### config.mk
export PLATFORM = sky130hd
export DESIGN_NAME = warp_fetch_queue
export DESIGN_NICKNAME = d
export VERILOG_FILES = /design/src/rtl/warp_fetch_queue.sv
export SDC_FILE = /design/constraint.sdc
export NUM_CORES = 1
export LEC_CHECK = 0
export CAP_MARGIN = 15
export CORE_ASPECT_RATIO = 0.5
export CORE_MARGIN = 5
export CORE_UTILIZATION = 40
export DETAILED_ROUTE_END_ITERATION = 8
export PLACE_DENSITY = 0.71
export SLEW_MARGIN = 0
export SYNTH_ARGS = -nofsm -noshare
export SYNTH_HDL_FRONTEND = slang
export SYNTH_SLANG_ARGS = --single-unit
### constraint.sdc
create_clock -name i_clk -period 2.1 [get_ports i_clk]
set_input_delay 0.63 -clock i_clk [delete_from_list [all_inputs] [get_ports i_clk]]
set_output_delay 0.63 -clock i_clk [all_outputs]
set_load 0.01 [all_outputs]
### src/rtl/warp_fetch_queue.sv
// Fetch-to-decode bundle queue: FWFT FIFO, head visible on o_deq_* the cycle it is valid (0 latency).
// Backpressure: o_enq_ready drops when full regardless of same-cycle dequeue; empty-mask bundles are accepted and dropped.
module warp_fetch_queue #(
  parameter int LANES  = 2,
  parameter int INST_W = 32,
  parameter int PC_W   = 64,
  parameter int DEPTH  = 4
) (
  input  logic                    i_clk,
  input  logic                    i_rst_n,
  input  logic                    i_flush,
  input  logic                    i_enq_valid,
  output logic                    o_enq_ready,
  input  logic [LANES*INST_W-1:0] i_enq_inst,
  input  logic [LANES-1:0]        i_enq_mask,
  input  logic [PC_W-1:0]         i_enq_pc,
  output logic                    o_deq_valid,
  input  logic                    i_deq_ready,
  output logic [LANES*INST_W-1:0] o_deq_inst,
  output logic [LANES-1:0]        o_deq_mask,
  output logic [PC_W-1:0]         o_deq_pc,
  output logic [$clog2(DEPTH+1)-1:0] o_count
);

  localparam int PTR_W = $clog2(DEPTH);
  localparam int CNT_W = $clog2(DEPTH+1);

  typedef struct packed {
    logic [LANES*INST_W-1:0] inst;
    logic [LANES-1:0]        mask;
    logic [PC_W-1:0]         pc;
  } entry_t;

  entry_t             mem [DEPTH];
  entry_t             head;
  logic [PTR_W-1:0]   wr_ptr;
  logic [PTR_W-1:0]   rd_ptr;
  logic [CNT_W-1:0]   count;
  logic               push;
  logic               pop;

  assign o_enq_ready = (count < CNT_W'(DEPTH));
  assign o_deq_valid = (count != '0);
  assign o_count     = count;

  // A handshake with no valid slots completes but never occupies an entry.
  assign push = i_enq_valid & o_enq_ready & (|i_enq_mask);
  assign pop  = o_deq_valid & i_deq_ready;

  assign head       = mem[rd_ptr];
  assign o_deq_inst = o_deq_valid ? head.inst : '0;
  assign o_deq_mask = o_deq_valid ? head.mask : '0;
  assign o_deq_pc   = o_deq_valid ? head.pc   : '0;

  always_ff @(posedge i_clk or negedge i_rst_n) begin
    if (!i_rst_n) begin
      wr_ptr <= '0;
      rd_ptr <= '0;
      count  <= '0;
      for (int i = 0; i < DEPTH; i++) begin
        mem[i] <= '0;
      end
    end else if (i_flush) begin
      wr_ptr <= '0;
      rd_ptr <= '0;
      count  <= '0;
    end else begin
      if (push) begin
        mem[wr_ptr] <= '{inst: i_enq_inst, mask: i_enq_mask, pc: i_enq_pc};
        wr_ptr      <= wr_ptr + PTR_W'(1);
      end
      if (pop) begin
        rd_ptr <= rd_ptr + PTR_W'(1);
      end
      // Pointers wrap naturally since DEPTH is a power of two; count separates full from empty.
      case ({push, pop})
        2'b10:   count <= count + CNT_W'(1);
        2'b01:   count <= count - CNT_W'(1);
        default: count <= count;
      endcase
    end
  end

endmodule

==> metrics.txt <==
# TYPE chip_impl_metric gauge
chip_impl_info{name="synth_largest_area_cell",value="dfrtp_1"} 1
chip_impl_metric{name="clock_tree.htree_level_count",unit=""} 2
chip_impl_metric{name="globalplace.congestion",unit=""} 0.742
chip_impl_metric{name="first_global_vias",unit=""} 15256
chip_impl_metric{name="grt_antenna_before_repair",unit=""} 9
chip_impl_metric{name="wl_per_cell",unit="µm"} 21.9
chip_impl_metric{name="min_period",unit="ns"} 3.03
chip_impl_metric{name="ys_seq_elements",unit=""} 527
chip_impl_info{name="worstSetupEndpointType",value="primary output"} 1
chip_impl_metric{name="drt-initial-drc-count",unit=""} 658
chip_impl_info{name="regToRegStartpoint",value="o_count[1]$_DFFE_PN0P_"} 1
chip_impl_info{name="synth_top_cells_by_count",value="dfrtp_1, mux2_2, and2_1, mux4_2, buf_2"} 1
chip_impl_metric{name="power",unit="mW"} 39.2
chip_impl_info{name="rr_endpoint",value="o_count[1]$_DFFE_PN0P_"} 1
chip_impl_metric{name="insertion_delay",unit="ns"} 0.58
chip_impl_metric{name="worst_reg_to_reg_path_cell_count",unit=""} 8
chip_impl_info{name="post_synth_main_area_contributors",value="dfrtp_1, mux2_2, mux4_2"} 1
chip_impl_metric{name="finalCritPeriodShare",unit=""} 1.44
chip_impl_metric{name="final_cell_count_no_fill",unit=""} 2675
chip_impl_metric{name="globalRouteOverflowTotal",unit=""} 0
chip_impl_info{name="cts_root_buf",value="clkbuf_16"} 1
chip_impl_metric{name="worst_setup_hold_path_clk_slew",unit="ns"} 0.06
chip_impl_metric{name="core_region_area",unit="mm²"} 0.0588
chip_impl_metric{name="clock_buffer_count_from_cts",unit=""} 49
chip_impl_metric{name="post_route_utilization",unit=""} 0.532
chip_impl_metric{name="cell_variety_after_synth",unit=""} 30
chip_impl_metric{name="place_ws",unit="ns"} -0.602
chip_impl_metric{name="area.growth.synth_to_final",unit="%"} 32.5
chip_impl_metric{name="synth.net_count",unit=""} 1593
chip_impl_info{name="timing.setup.critical_path_class",value="flip-flop to primary output"} 1
chip_impl_info{name="run_status",value="complete, but fails checks"} 1
chip_impl_metric{name="p_per_area",unit="mW/mm²"} 1250
chip_impl_metric{name="reg2reg_setup_slack",unit="ns"} -0.41
chip_impl_metric{name="wire_length_reported_by_the_detailed_router",unit="µm"} 58500
chip_impl_metric{name="crit_required",unit="ns"} 1.47
chip_impl_metric{name="buffer_levels_on_the_longest_clock_path",unit=""} 3
chip_impl_metric{name="multi_input_comb_area",unit="mm²"} 0.0103
chip_impl_metric{name="tritonroute_pass_1_iters",unit=""} 6
chip_impl_info{name="cpMaxStageDelayCell",value="dfrtp_4"} 1
chip_impl_metric{name="detail_route.drc_violations",unit=""} 0
chip_impl_metric{name="timing.hold.worst_path_depth",unit=""} 2
chip_impl_metric{name="path_buf_inv",unit=""} 5
chip_impl_metric{name="path_depth",unit=""} 7
chip_impl_metric{name="fin_max_slew_vios",unit=""} 0
chip_impl_metric{name="seqCellArea",unit="mm²"} 0.0132
chip_impl_info{name="cts_tree",value="done"} 1
chip_impl_metric{name="netlist_area",unit="mm²"} 0.0236
chip_impl_info{name="timing.critical_path.max_delay_family",value="buffers and inverters"} 1
chip_impl_metric{name="power.ir.vdd_worst",unit="V"} 0.000635
chip_impl_metric{name="grt_max_degree",unit=""} 84
chip_impl_metric{name="postSynthCellCount",unit=""} 1453
chip_impl_metric{name="synth_largest_type_area_fraction",unit=""} 0.558
chip_impl_metric{name="boundaryPins",unit=""} 270
chip_impl_metric{name="final_nets",unit=""} 1987
chip_impl_metric{name="achievable-frequency",unit="MHz"} 330
chip_impl_metric{name="final_layout_size_suffix_gt1_frac",unit=""} 0.600
chip_impl_info{name="synth_top_flop_cell",value="dfrtp_1"} 1
chip_impl_info{name="crit_chain",value="buf_12, buf_8, buf_12, buf_6, mux4_2, and2_4, buf_6"} 1
chip_impl_info{name="worstHoldPathType",value="input port to flip-flop"} 1
chip_impl_metric{name="port_buffers",unit=""} 269
chip_impl_metric{name="arrival_time_worst_endpoint",unit="ns"} 2.40
chip_impl_metric{name="dpl_cell_area",unit="mm²"} 0.0279
chip_impl_info{name="min_from",value="i_enq_mask[1]"} 1
chip_impl_metric{name="drt.antenna.violating_nets",unit=""} 0
chip_impl_metric{name="synth-async-reset-ratio",unit=""} 1.00
chip_impl_metric{name="worstPathMaxFanout",unit=""} 7
chip_impl_metric{name="floorplan.rows",unit=""} 63
chip_impl_metric{name="ys_seq_area_frac",unit=""} 0.558
chip_impl_info{name="crit_path_start_kind",value="flip-flop"} 1
chip_impl_metric{name="fp.dieArea",unit="mm²"} 0.0643
chip_impl_metric{name="via_count",unit=""} 13914
chip_impl_info{name="unrepaired_setup_endpoints_after_global_routing",value="yes"} 1
chip_impl_metric{name="holdWs",unit="ns"} 0.475
chip_impl_info{name="whs_endpoint",value="mem[325]$_DFFE_PN0P_"} 1
chip_impl_info{name="violations_in_the_final_reports",value="setup timing"} 1
chip_impl_metric{name="stdcell_area",unit="mm²"} 0.0313
chip_impl_metric{name="die_width",unit="µm"} 354
chip_impl_metric{name="grt_pass1_wl",unit="µm"} 88200
chip_impl_metric{name="setup_total_negative_slack",unit="ns"} -104.39
chip_impl_info{name="critical_path.startpoint",value="rd_ptr[0]$_DFFE_PN0P_"} 1
chip_impl_metric{name="finalSetupViolations",unit=""} 134
chip_impl_metric{name="numClockSinks",unit=""} 527
chip_impl_metric{name="final_hold_viol_count",unit=""} 0
chip_impl_metric{name="synthesis.yosys.warnings",unit=""} 0
chip_impl_metric{name="floorplan.initialDensity",unit=""} 0.402
chip_impl_metric{name="post_drt_via_cell_ratio",unit=""} 5.20
chip_impl_metric{name="critical-path-max-stage-delay",unit="ns"} 0.56
chip_impl_metric{name="chipHeight",unit="µm"} 182
chip_impl_metric{name="synth.avg_cell_area",unit="µm²"} 16.3
chip_impl_metric{name="worst_slew_slack_as_a_fraction_of_its_limit",unit=""} 0.699
chip_impl_metric{name="place_inst",unit=""} 2481
chip_impl_metric{name="standby_leakage_power",unit="nW"} 14.2
chip_impl_metric{name="track_usage",unit=""} 0.172
chip_impl_metric{name="place.detailed.hpwl",unit="µm"} 35700
chip_impl_metric{name="fin_ws",unit="ns"} -0.934
chip_impl_metric{name="skew",unit="ns"} 0.0333
chip_impl_metric{name="tightestPinTransition",unit="ns"} 0.451
chip_impl_metric{name="cap_violations",unit=""} 0
chip_impl_metric{name="fillerInstances",unit=""} 4689
chip_impl_info{name="yosysMostFrequentCell",value="dfrtp_1"} 1
chip_impl_metric{name="synth_enable_flop_cells",unit=""} 0
-- where the power goes --
group | leakage [nW] | internal [mW] | switching [mW] | total [mW]
clock network | 0.874 | 5.75 | 3.97 | 9.71
logic | 6.60 | 9.21 | 5.08 | 14.3
registers | 6.71 | 13.6 | 1.63 | 15.2
-- what timing repair did --
item,4_1_cts,5_1_grt
buffers inserted,20,67
gates resized for setup,202,536
endpoints found under the hold margin,18,0
endpoints found under the setup margin,137,443
pin swaps,16,69
gates cloned,2,12
hold buffers,1,0
-- layout by cell type, fill, tap and decap left out, drive strengths merged, types with 2 or more instances in the layout --
| cell | count |
|---|---|
| dfrtp | 527 |
| mux2 | 520 |
| buf | 260 |
| clkdlybuf4s50 | 132 |
| mux4 | 130 |
| and2 | 130 |
| clkbuf | 121 |
| diode | 9 |
| clkinv | 9 |
| nand2 | 8 |
| bufinv | 7 |
| nor2 | 7 |
| xor2 | 5 |
| inv | 5 |
| ha | 4 |
| o21ai | 3 |
| a21oi | 2 |
| clkdlybuf4s15 | 2 |
-- logic make-up after synthesis --
family                     Yosys count  share of synthesized area
muxes                              650                      0.372
DFF                                527                      0.558
and+or+nand+nor                    151                     0.0388
buffers and inverters              106                     0.0237
AOI/OAI and AO/OA                    8                    0.00212
xor gates and xnor gates             6                    0.00222
adders and majority gates            5                    0.00297
-- registers in the layout (all words and copies together) (netlist names) --
register	flops
mem	520
o_count	3
rd_ptr	2
wr_ptr	2
-- worst register-to-register path, delay by kind of cell (launching register included) --
kind	cells	cell delay, ns
AND/OR/NAND/NOR	4	1.08
flip-flops	1	0.41
AO/OA/AOI/OAI	1	0.08
buffers and inverters	2	0.33
adder cells (fa/ha/maj)	1	0.52
-- cell type report --
class / instances / share of cell area
Antenna cell: 9 / 0.000720
Tap cell: 780 / 0.0312
Timing Repair Buffer: 445 / 0.161
Sequential cell: 527 / 0.422
Inverter: 4 / 0.000480
Multi-Input combinational cell: 820 / 0.328
Clock buffer: 73 / 0.0472
Clock inverter: 17 / 0.00915
-- layer usage --
metal | GRT usage | up-vias | wire length [µm]
li1 | - | 6126 | -
met1 | 0.212 | 7559 | 23900
met2 | 0.319 | 160 | 31900
met3 | 0.0228 | 69 | 1590
met4 | 0.0478 | 0 | 1070
met5 | 0 | - | 0
-- worst max-delay path by stage --
stage                        endpoint  slack [ns]
6_report                 o_deq_pc[38]       -0.93
5_1_grt                o_deq_inst[17]       -1.01
4_1_cts                  o_deq_pc[13]       -1.14
3_5_place_dp   o_count[1]$_DFFE_PN0P_       -0.60
3_3_place_gp   o_count[1]$_DFFE_PN0P_       -0.59
2_1_floorplan  o_count[1]$_DFFE_PN0P_       -0.09
(Power assumes the default switching activity.)
